File: config.mk
export PLATFORM = sky130hd
export DESIGN_NAME = phase_select_ctrl
export DESIGN_NICKNAME = d
export VERILOG_FILES = /design/src/rtl/cdr_pkg.sv /design/src/rtl/lock_detector.sv /design/src/rtl/phase_select_ctrl.sv
export SDC_FILE = /design/constraint.sdc
export NUM_CORES = 1
export LEC_CHECK = 0
export BUFFER_PORTS_ARGS = -buffer_cell sky130_fd_sc_hd__buf_4
export CAP_MARGIN = 20
export CELL_PAD_IN_SITES_DETAIL_PLACEMENT = 1
export CELL_PAD_IN_SITES_GLOBAL_PLACEMENT = 2
export CORE_ASPECT_RATIO = 0.75
export CORE_MARGIN = 1
export CORE_UTILIZATION = 38
export DETAILED_ROUTE_END_ITERATION = 10
export PLACE_DENSITY_LB_ADDON = 0.08
export SKIP_CTS_REPAIR_TIMING = 1
export SLEW_MARGIN = 15
export SYNTH_ARGS = -nofsm -noshare
export SYNTH_HDL_FRONTEND = slang
export SYNTH_SLANG_ARGS = --single-unit
File: constraint.sdc
create_clock -name clk -period 2.9 [get_ports clk]
set_input_delay 0.29 -clock clk [delete_from_list [all_inputs] [get_ports clk]]
set_output_delay 0.29 -clock clk [all_outputs]
set_load 0.02 [all_outputs]
File: src/rtl/cdr_pkg.sv
// Shared types and helpers for the CDR phase-select controller.
//   state_t     : loop filter FSM states
//   VOTE_*      : signed 2-bit phase detector vote encodings
//   phase_wrap  : modulo step of a phase pointer (explicit compare, so any
//                 NPHASE >= 2 wraps correctly, not just powers of two)
package cdr_pkg;

  typedef enum logic [1:0] {
    S_IDLE,
    S_TRACK,
    S_SETTLE
  } state_t;

  localparam logic signed [1:0] VOTE_UP   = 2'sb01;
  localparam logic signed [1:0] VOTE_DN   = 2'sb11;
  localparam logic signed [1:0] VOTE_HOLD = 2'sb00;

  // dir=1 -> +1, dir=0 -> -1, modulo nphase.
  function automatic int phase_wrap(input int ptr, input logic dir, input int nphase);
    if (dir) return (ptr == nphase - 1) ? 0 : ptr + 1;
    else     return (ptr == 0) ? nphase - 1 : ptr - 1;
  endfunction

endpackage

File: src/rtl/lock_detector.sv
// Lock indicator for the CDR loop.
//   clk, rst      : clock, async active-low reset
//   active        : loop running (enabled and out of IDLE); 0 clears everything
//   step/step_dir : step event and its direction, same cycle the pointer moves
//   locked        : set after LOCK_WIN step-free cycles; cleared by a
//                   same-direction step pair (trend) or by going inactive.
//                   Dither (alternating steps) restarts the quiet count only.
module lock_detector #(
  parameter int LOCK_WIN = 64
) (
  input  logic clk,
  input  logic rst,
  input  logic active,
  input  logic step,
  input  logic step_dir,
  output logic locked
);

  localparam int QW = $clog2(LOCK_WIN + 1);

  logic [QW-1:0] quiet, quiet_next;
  logic          last_vld, last_dir;
  logic          trend;

  assign trend = step && last_vld && (step_dir == last_dir);

  always_comb begin
    quiet_next = quiet;
    if (!active || step)               quiet_next = '0;
    else if (quiet != QW'(LOCK_WIN))   quiet_next = quiet + 1'b1;
  end

  always_ff @(posedge clk or negedge rst) begin
    if (!rst) begin
      quiet    <= '0;
      last_vld <= 1'b0;
      last_dir <= 1'b0;
      locked   <= 1'b0;
    end else begin
      quiet <= quiet_next;
      if (!active) begin
        last_vld <= 1'b0;
        last_dir <= 1'b0;
        locked   <= 1'b0;
      end else begin
        if (step) begin
          last_vld <= 1'b1;
          last_dir <= step_dir;
        end
        // Sticky: only a trend (or going inactive) knocks lock down.
        if (trend)                               locked <= 1'b0;
        else if (quiet_next == QW'(LOCK_WIN))    locked <= 1'b1;
      end
    end
  end

endmodule

File: src/rtl/phase_select_ctrl.sv
// Bang-bang CDR loop filter and multiphase clock pointer.
//   clk, rst  : clock, async active-low reset
//   en        : loop enable; low returns to IDLE, pointer retained
//   up, down  : phase detector votes (registered before use)
//   phase_sel : selected phase index
//   step      : one-cycle pulse per pointer change
//   step_dir  : direction of last step (1 = +1), held
//   locked    : lock indicator from lock_detector
module phase_select_ctrl
  import cdr_pkg::*;
#(
  parameter int NPHASE   = 8,
  parameter int THRESH   = 4,
  parameter int SETTLE   = 3,
  parameter int LOCK_WIN = 64,
  parameter int PSEL_W   = $clog2(NPHASE),
  parameter int ACC_W    = $clog2(THRESH) + 2
) (
  input  logic              clk,
  input  logic              rst,
  input  logic              en,
  input  logic              up,
  input  logic              down,
  output logic [PSEL_W-1:0] phase_sel,
  output logic              step,
  output logic              step_dir,
  output logic              locked
);

  localparam int CNT_W = $clog2(SETTLE + 1);
  localparam logic signed [ACC_W-1:0] POS_T = ACC_W'(THRESH);
  localparam logic signed [ACC_W-1:0] NEG_T = ACC_W'(-THRESH);

  state_t                   state;
  logic                     up_q, down_q;
  logic signed [1:0]        vote;
  logic signed [ACC_W-1:0]  acc, acc_next, vote_ext;
  logic [CNT_W-1:0]         settle_cnt;
  logic                     hit_up, hit_dn, active;

  always_comb begin
    vote = VOTE_HOLD;
    if (up_q && !down_q)      vote = VOTE_UP;
    else if (down_q && !up_q) vote = VOTE_DN;
  end

  assign vote_ext = {{(ACC_W-2){vote[1]}}, vote};
  assign acc_next = acc + vote_ext;
  assign hit_up   = en && (state == S_TRACK) && (acc_next == POS_T);
  assign hit_dn   = en && (state == S_TRACK) && (acc_next == NEG_T);
  assign active   = en && (state != S_IDLE);

  always_ff @(posedge clk or negedge rst) begin
    if (!rst) begin
      state      <= S_IDLE;
      up_q       <= 1'b0;
      down_q     <= 1'b0;
      acc        <= '0;
      settle_cnt <= '0;
      phase_sel  <= '0;
      step       <= 1'b0;
      step_dir   <= 1'b0;
    end else begin
      up_q   <= up;
      down_q <= down;
      step   <= 1'b0;
      if (!en) begin
        state      <= S_IDLE;
        acc        <= '0;
        settle_cnt <= '0;
      end else begin
        case (state)
          S_IDLE: begin
            acc   <= '0;
            state <= S_TRACK;
          end
          S_TRACK: begin
            if (hit_up || hit_dn) begin
              phase_sel  <= PSEL_W'(phase_wrap(int'(phase_sel), hit_up, NPHASE));
              step       <= 1'b1;
              step_dir   <= hit_up;
              acc        <= '0;
              settle_cnt <= CNT_W'(SETTLE);
              state      <= S_SETTLE;
            end else begin
              acc <= acc_next;
            end
          end
          S_SETTLE: begin
            // Leaving on the cycle the count hits 0 gives exactly SETTLE blanked cycles.
            acc <= '0;
            if (settle_cnt <= CNT_W'(1)) begin
              settle_cnt <= '0;
              state      <= S_TRACK;
            end else begin
              settle_cnt <= settle_cnt - 1'b1;
            end
          end
          default: state <= S_IDLE;
        endcase
      end
    end
  end

  lock_detector #(.LOCK_WIN(LOCK_WIN)) u_lock (
    .clk      (clk),
    .rst      (rst),
    .active   (active),
    .step     (hit_up || hit_dn),
    .step_dir (hit_up),
    .locked   (locked)
  );

endmodule
; ---- Word-level counts from Yosys, hierarchy flattened
; Cells that the tools add are included.
; W data, S select, Z words.
[word_totals]
reg_bits = 25
latch_bits = 0
ram_bits = 0
rom_bits = 0
inputBits = 5
wordCells = 80
n_memories = 0
[op_classes]
n_addsub = 5
n_mul = 0
div_mod_pow = 0
n_lt_le_gt_ge = 1
n_eq_ne = 14
shift = 0
n_mux = 28
bitwise_logic = 0
n_reduce_logical = 20
[op_table]
columns = cell, n
row1 = $mux W2, 8
row2 = $mux W7, 2
row3 = $mux W1, 10
row4 = $mux W3, 3
row5 = $logic_and A1 B1 Y1, 8
row6 = $mux W4, 2
row7 = $pmux W4 S2, 1
row8 = $add A7 B1 Y7 const B, 1
row9 = $eq A7 B7 Y1 const B, 1
row10 = $ne A7 B7 Y1 const B, 1
row11 = $ne A3 B2 Y1 const B, 2
row12 = $ne A3 B3 Y1 const B, 2
row13 = $pmux W2 S3, 1
row14 = $add A4 B2 Y4, 1
row15 = $eq A4 B3 Y1 const B, 1
row16 = $eq A4 B4 Y1 const B, 1
row17 = $pmux W2 S2, 1
row18 = $reduce_and A2 Y1, 2
row19 = $add A3 B1 Y3 const B, 1
row20 = $eq A3 B1 Y1 const B, 1
row21 = $logic_not A1 Y1, 3
row22 = $logic_not A3 Y1, 1
row23 = $ne A3 B1 Y1 const B, 1
row24 = $reduce_and A3 Y1, 1
row25 = 11 further kinds, 12

; ---- Logic depth before layout (Yosys ltp)
[logic_depth]
depth_word = 14
depth_mapped = 12
ltp_nobuf = 11

; ---- Cells and area by module
; Synthesis repeated with hierarchy kept, for this count alone.
[hier_totals]
cells_unflattened = 150
area_unflattened_um2 = 1475.2
[by_module_without_submodules]
columns = mod, n_inst, cells_per_inst, area_each_um2, seq_area_each_um2
row1 = phase_select_ctrl, 1, 88, 865.8, 375.4
row2 = lock_detector, 1, 62, 609.3, 250.2

; ---- Worst setup path after synthesis
; Ideal clock, no wire load.
[synth_path]
path_kind = flip-flop to flip-flop
startpoint = register down_q
endpoint = register u_lock.locked
arrival_time_ns = 2.190
required_ns = 2.814
path_slack_ns = 0.625
path_stages_with_launch = 12
cell_sequence = dfrtp_1 > ha_1 > inv_1 > ha_1 > ha_1 > a21oi_2 > mux2_4 > nand2b_4 > buf_6 > a311oi_2 > nand4_1 > a32oi_1
[synth_between]
elab_chain_cells = 11
elab_cells_between_ends = 20
classes_between = add/sub (1) / eq/ne (5) / mux (5) / reduce/logical (9)
[synth_rtl]
columns = item, line_no
row1 = from (decl), phase_select_ctrl.sv:35  ; logic up_q, down_q;
row2 = from (signal assigned), phase_select_ctrl.sv:65  ; down_q <= down;
row3 = $logic_and A1 B1 Y1 / $logic_not A1 Y1 (equally long branches), "phase_select_ctrl.sv:44, phase_select_ctrl.sv:43"
row4 = $mux W2 / $logic_and A1 B1 Y1 (equally long branches), "phase_select_ctrl.sv:44, phase_select_ctrl.sv:43"
row5 = $mux W2 *, phase_select_ctrl.sv:43  ; if (up_q && !down_q) vote = VOTE_UP;
row6 = $add A4 B2 Y4 *, phase_select_ctrl.sv:48  ; assign acc_next = acc + vote_ext;
row7 = $eq A4 B4 Y1 / $eq A4 B3 Y1 (equally long branches), "phase_select_ctrl.sv:49, phase_select_ctrl.sv:50"
row8 = "$logic_and A1 B1 Y1, on equally long branches", "phase_select_ctrl.sv:49, phase_select_ctrl.sv:50"
row9 = $logic_or A1 B1 Y1, phase_select_ctrl.sv:109  ; .step (hit_up || hit_dn),
row10 = $logic_or A1 B1 Y1 / $logic_and A1 B1 Y1 (equally long branches), "lock_detector.sv:29, lock_detector.sv:25"
row11 = $mux W7 / $logic_and A1 B1 Y1 (equally long branches), "lock_detector.sv:29, lock_detector.sv:25"
row12 = $eq A7 B7 Y1 / $mux W1 (equally long branches), "lock_detector.sv:52, lock_detector.sv:51"
row13 = $ne A3 B3 Y1 (no source line) / $mux W1 (equally long branches), n/a
row14 = to (signal assigned), lock_detector.sv:38  ; locked <= 1'b0;
row15 = to (signal assigned), lock_detector.sv:51  ; if (trend) locked <= 1'b0;
row16 = to (signal assigned), lock_detector.sv:52  ; else if (quiet_next == QW'(LOCK_WIN)) locked <= 1'b1;
row17 = to (decl), lock_detector.sv:16  ; output logic locked
; Every way passes the cells marked *; elsewhere a longest branch is shown, timed or not.
; A chain may end at the register's enable or synchronous reset.

; ---- Final worst setup path
[layout_path]
startpoint = register down_q
endpoint = register phase_sel[0]
[layout_between]
elab_chain_cells = 8
elab_cells_between_ends = 13
classes_between = add/sub (1) / eq/ne (2) / mux (3) / reduce/logical (7)
[layout_rtl]
columns = item, line_no
row1 = $logic_and A1 B1 Y1 / $logic_not A1 Y1 (equally long branches), "phase_select_ctrl.sv:44, phase_select_ctrl.sv:43"
row2 = $mux W2 / $logic_and A1 B1 Y1 (equally long branches), "phase_select_ctrl.sv:44, phase_select_ctrl.sv:43"
row3 = $mux W2 *, phase_select_ctrl.sv:43
row4 = $add A4 B2 Y4 *, phase_select_ctrl.sv:48
row5 = $eq A4 B4 Y1 / $eq A4 B3 Y1 (equally long branches), "phase_select_ctrl.sv:49, phase_select_ctrl.sv:50"
row6 = "$logic_and A1 B1 Y1, on equally long branches", "phase_select_ctrl.sv:49, phase_select_ctrl.sv:50"
row7 = $logic_or A1 B1 Y1, phase_select_ctrl.sv:78  ; if (hit_up || hit_dn) begin
row8 = $reduce_and A3 Y1 (no source line), n/a
row9 = to (signal assigned), phase_select_ctrl.sv:79  ; phase_sel <= PSEL_W'(phase_wrap(int'(phase_sel), hit_up, NPHASE));
row10 = to (decl), phase_select_ctrl.sv:24  ; output logic [PSEL_W-1:0] phase_sel,
; Marks and branches as above.

==> flow_summary.ini <==
[timing]
timing.final.crit_share_pct = 88.3
rsz0062_at_grt = no
setup_viol = 0
tightest_slew_ns = 0.397
relSlewSlack_pct = 73.4
setup_tns_ns = 0
hold_viol = 0
maxSlewViolCount = 0
max_freq_ghz = 0.391
fin_skew_ns = 0.00655
period_needed_ns = 2.56

[clock_tree]
cts_made_buffers = 3
clockRootBuffer = clkbuf_8
numClockSinks = 25
ctsLongestPathBuffers = 2
clock_latency_ns = 0.27
htree_levels = 1
tritoncts = yes
clkSlewWorstSetupHoldPaths_ns = 0.09

[synthesis]
seq_area_frac_synth_pct = 43.3
yosysTopAreaCell = dfrtp_1
ys_seq_elements = 25
syn_avg_cell_area_um2 = 10.0
syn_inst = 144
ys_top_cells_by_count = dfrtp_1, nor2_1, inv_1
synth.area.top_cells = dfrtp_1, ha_1, nor2_1, xor2_1, inv_1
synth_area_mm2 = 0.00144
synth_nets = 160
synth-edff-count = 0
synth_most_common_cell = dfrtp_1
yosysTopAreaCellShare_pct = 43.3
ys.flop_type = dfrtp_1
async_flop_share_pct = 100
ys_warn_count = 0
synth_cell_types = 43

[critical_path]
endpoint = phase_sel[0]$_DFFE_PN0P_
worstPathArrival_ns = 2.76
crit_start = down_q$_DFF_PN0_
worstSetupEndpointType = register
reg2regPathDepth = 10
r2r-start = down_q$_DFF_PN0_
crit_fanout = 9
r2r_end = phase_sel[0]$_DFFE_PN0P_
r2r_slack_ns = 0.34
crit_required_ns = 3.10
cp-start-kind = register
criticalPathCategory = register to register

[detailed_routing]
met3_length_um = 77
dr_wl_met2_um = 1160
via_count = 1015
m1WireLength_um = 1540
post_drt_wl_per_cell_um = 13.5
route.detailed.drc = 0
drt_pass1_iterations = 2
ant_nets = 0
drt_iter0_drc = 33
totalWireLength_um = 2790
top_layer_used = met4
via_per_inst = 4.93

[layout]
layout-drive-gt1-share_pct = 15.4
instances_no_fill = 206
layout.nets = 173
diodes = 0
syn_to_final_growth_pct = 12.1

[place]
port_buffers = 10
hpwl_um = 2150
placed_cells = 201
gp_congestion = 0.767

[global_routing]
grt_max_degree = 26
grt_overflow_total = 0
grt_pass1_wl_um = 4980
antenna_found_initial = 0
grt_pass1_vias = 1032
track_usage_pct = 15.7

[run]
max_cap_violations = 0

[pwr]
p_leak_nw = 0.728
ir_drop_mv = 0.252
total_power_uw = 908
p_per_area_mw_per_mm2 = 561

[die]
start_util_pct = 41.9
dieArea_mm2 = 0.00405
die_h_um = 55.4
coreArea_mm2 = 0.00345
num_rows = 18
pin_count = 11
die_w_um = 73.2

[min_path]
holdCritPathClass = primary input to register

[run_status]
status = complete, no violations
[cell families (layout without fill, tap and decap cells)]
group | Yosys count | count (layout) | synth area share, %
adders and majority gates | 11 | 11 | 9.53
buffers and inverters | 16 | 28 | 4.68
and+or+nand+nor | 47 | 47 | 16.9
xor gates and xnor gates | 12 | 12 | 8.58
DFF | 25 | 25 | 43.3
AOI/OAI and AO/OA | 29 | 29 | 13.9
muxes | 4 | 4 | 3.12
[final cells by class]
type	instances	area (µm²)
Sequential cell	25	626
Tap cell	50	62.6
Inverter	13	48.8
Clock inverter	1	5.00
Clock buffer	3	41.3
Fill cell	396	1830
Multi-Input combinational cell	103	751
Timing Repair Buffer	11	85.1
[through the flow]
step / setup slack [ns] / instance area, µm² / utilization, % / hold WS (ns)
2_1_floorplan: 0.625 / 1440 / - / -0.00559
3_3_place_gp: 0.491 / 1560 / 45.4 / 0.216
3_5_place_dp: 0.371 / 1560 / 45.4 / 0.217
4_1_cts: 0.348 / 1610 / 46.7 / -0.0827
5_1_grt: 0.129 / 1620 / 47.0 / 0.112
6_report: 0.339 / 1620 / 47.0 / 0.121
[flip-flops by register name, indices dropped and copies added, names as in the netlist]
| signal | cells |
|---|---|
| phase_sel | 3 |
| u_lock.locked | 1 |
| down_q | 1 |
| up_q | 1 |
| u_lock.last_vld | 1 |
| acc | 4 |
| step | 1 |
| settle_cnt | 2 |
| u_lock.last_dir | 1 |
| state | 2 |
| u_lock.quiet | 7 |
| step_dir | 1 |
[report_power, final]
group	total (mW)	internal, mW	switching, mW
Combinational	0.276	0.123	0.153
Clock	0.207	0.0961	0.111
Sequential	0.425	0.387	0.0376
Total	0.908	0.607	0.301
[worst min path at each step]
stage                     startpoint              endpoint  slack, ns  cells past startpoint
after global placement           rst  step_dir$_DFFE_PN0P_       0.22                      1
after global routing              up        up_q$_DFF_PN0_       0.11                      1
after floorplan                  rst    acc[0]$_DFFE_PN0P_     -0.006                      0
after detailed placement         rst  step_dir$_DFFE_PN0P_       0.22                      1
after CTS                        rst  step_dir$_DFFE_PN0P_      -0.08                      1
final                             up        up_q$_DFF_PN0_       0.12                      1
[routing by layer]
metal / up-vias / GRT usage, %
met3: 2 / 4.38
met2: 11 / 22.5
met1: 482 / 23.7
met5: - / 0
met4: 0 / 2.52
li1: 520 / -
[placed cells by master (no fill, tap or decap), types with 3 or more instances in the layout]
cell type  count
clkbuf_8       3
o21ai_0        3
nand3_1        3
mux2i_1        3
nand2_1        9
buf_4         10
nand4_1        3
o21ai_1        3
nor2_1        19
dfrtp_1       25
xor2_1         7
inv_1         12
xnor2_1        4
a21oi_1        7
ha_1          11
[critical path, stage by stage (launching register included)]
cell	delay, ns
dfrtp_1	0.40
ha_1	0.27
inv_1	0.04
ha_1	0.21
ha_1	0.33
nor4b_1	0.32
mux2_4	0.25
nand3_1	0.29
inv_2	0.18
o211ai_1	0.11
o21ai_1	0.09
Note: power is estimated with default switching activity, not from simulation.
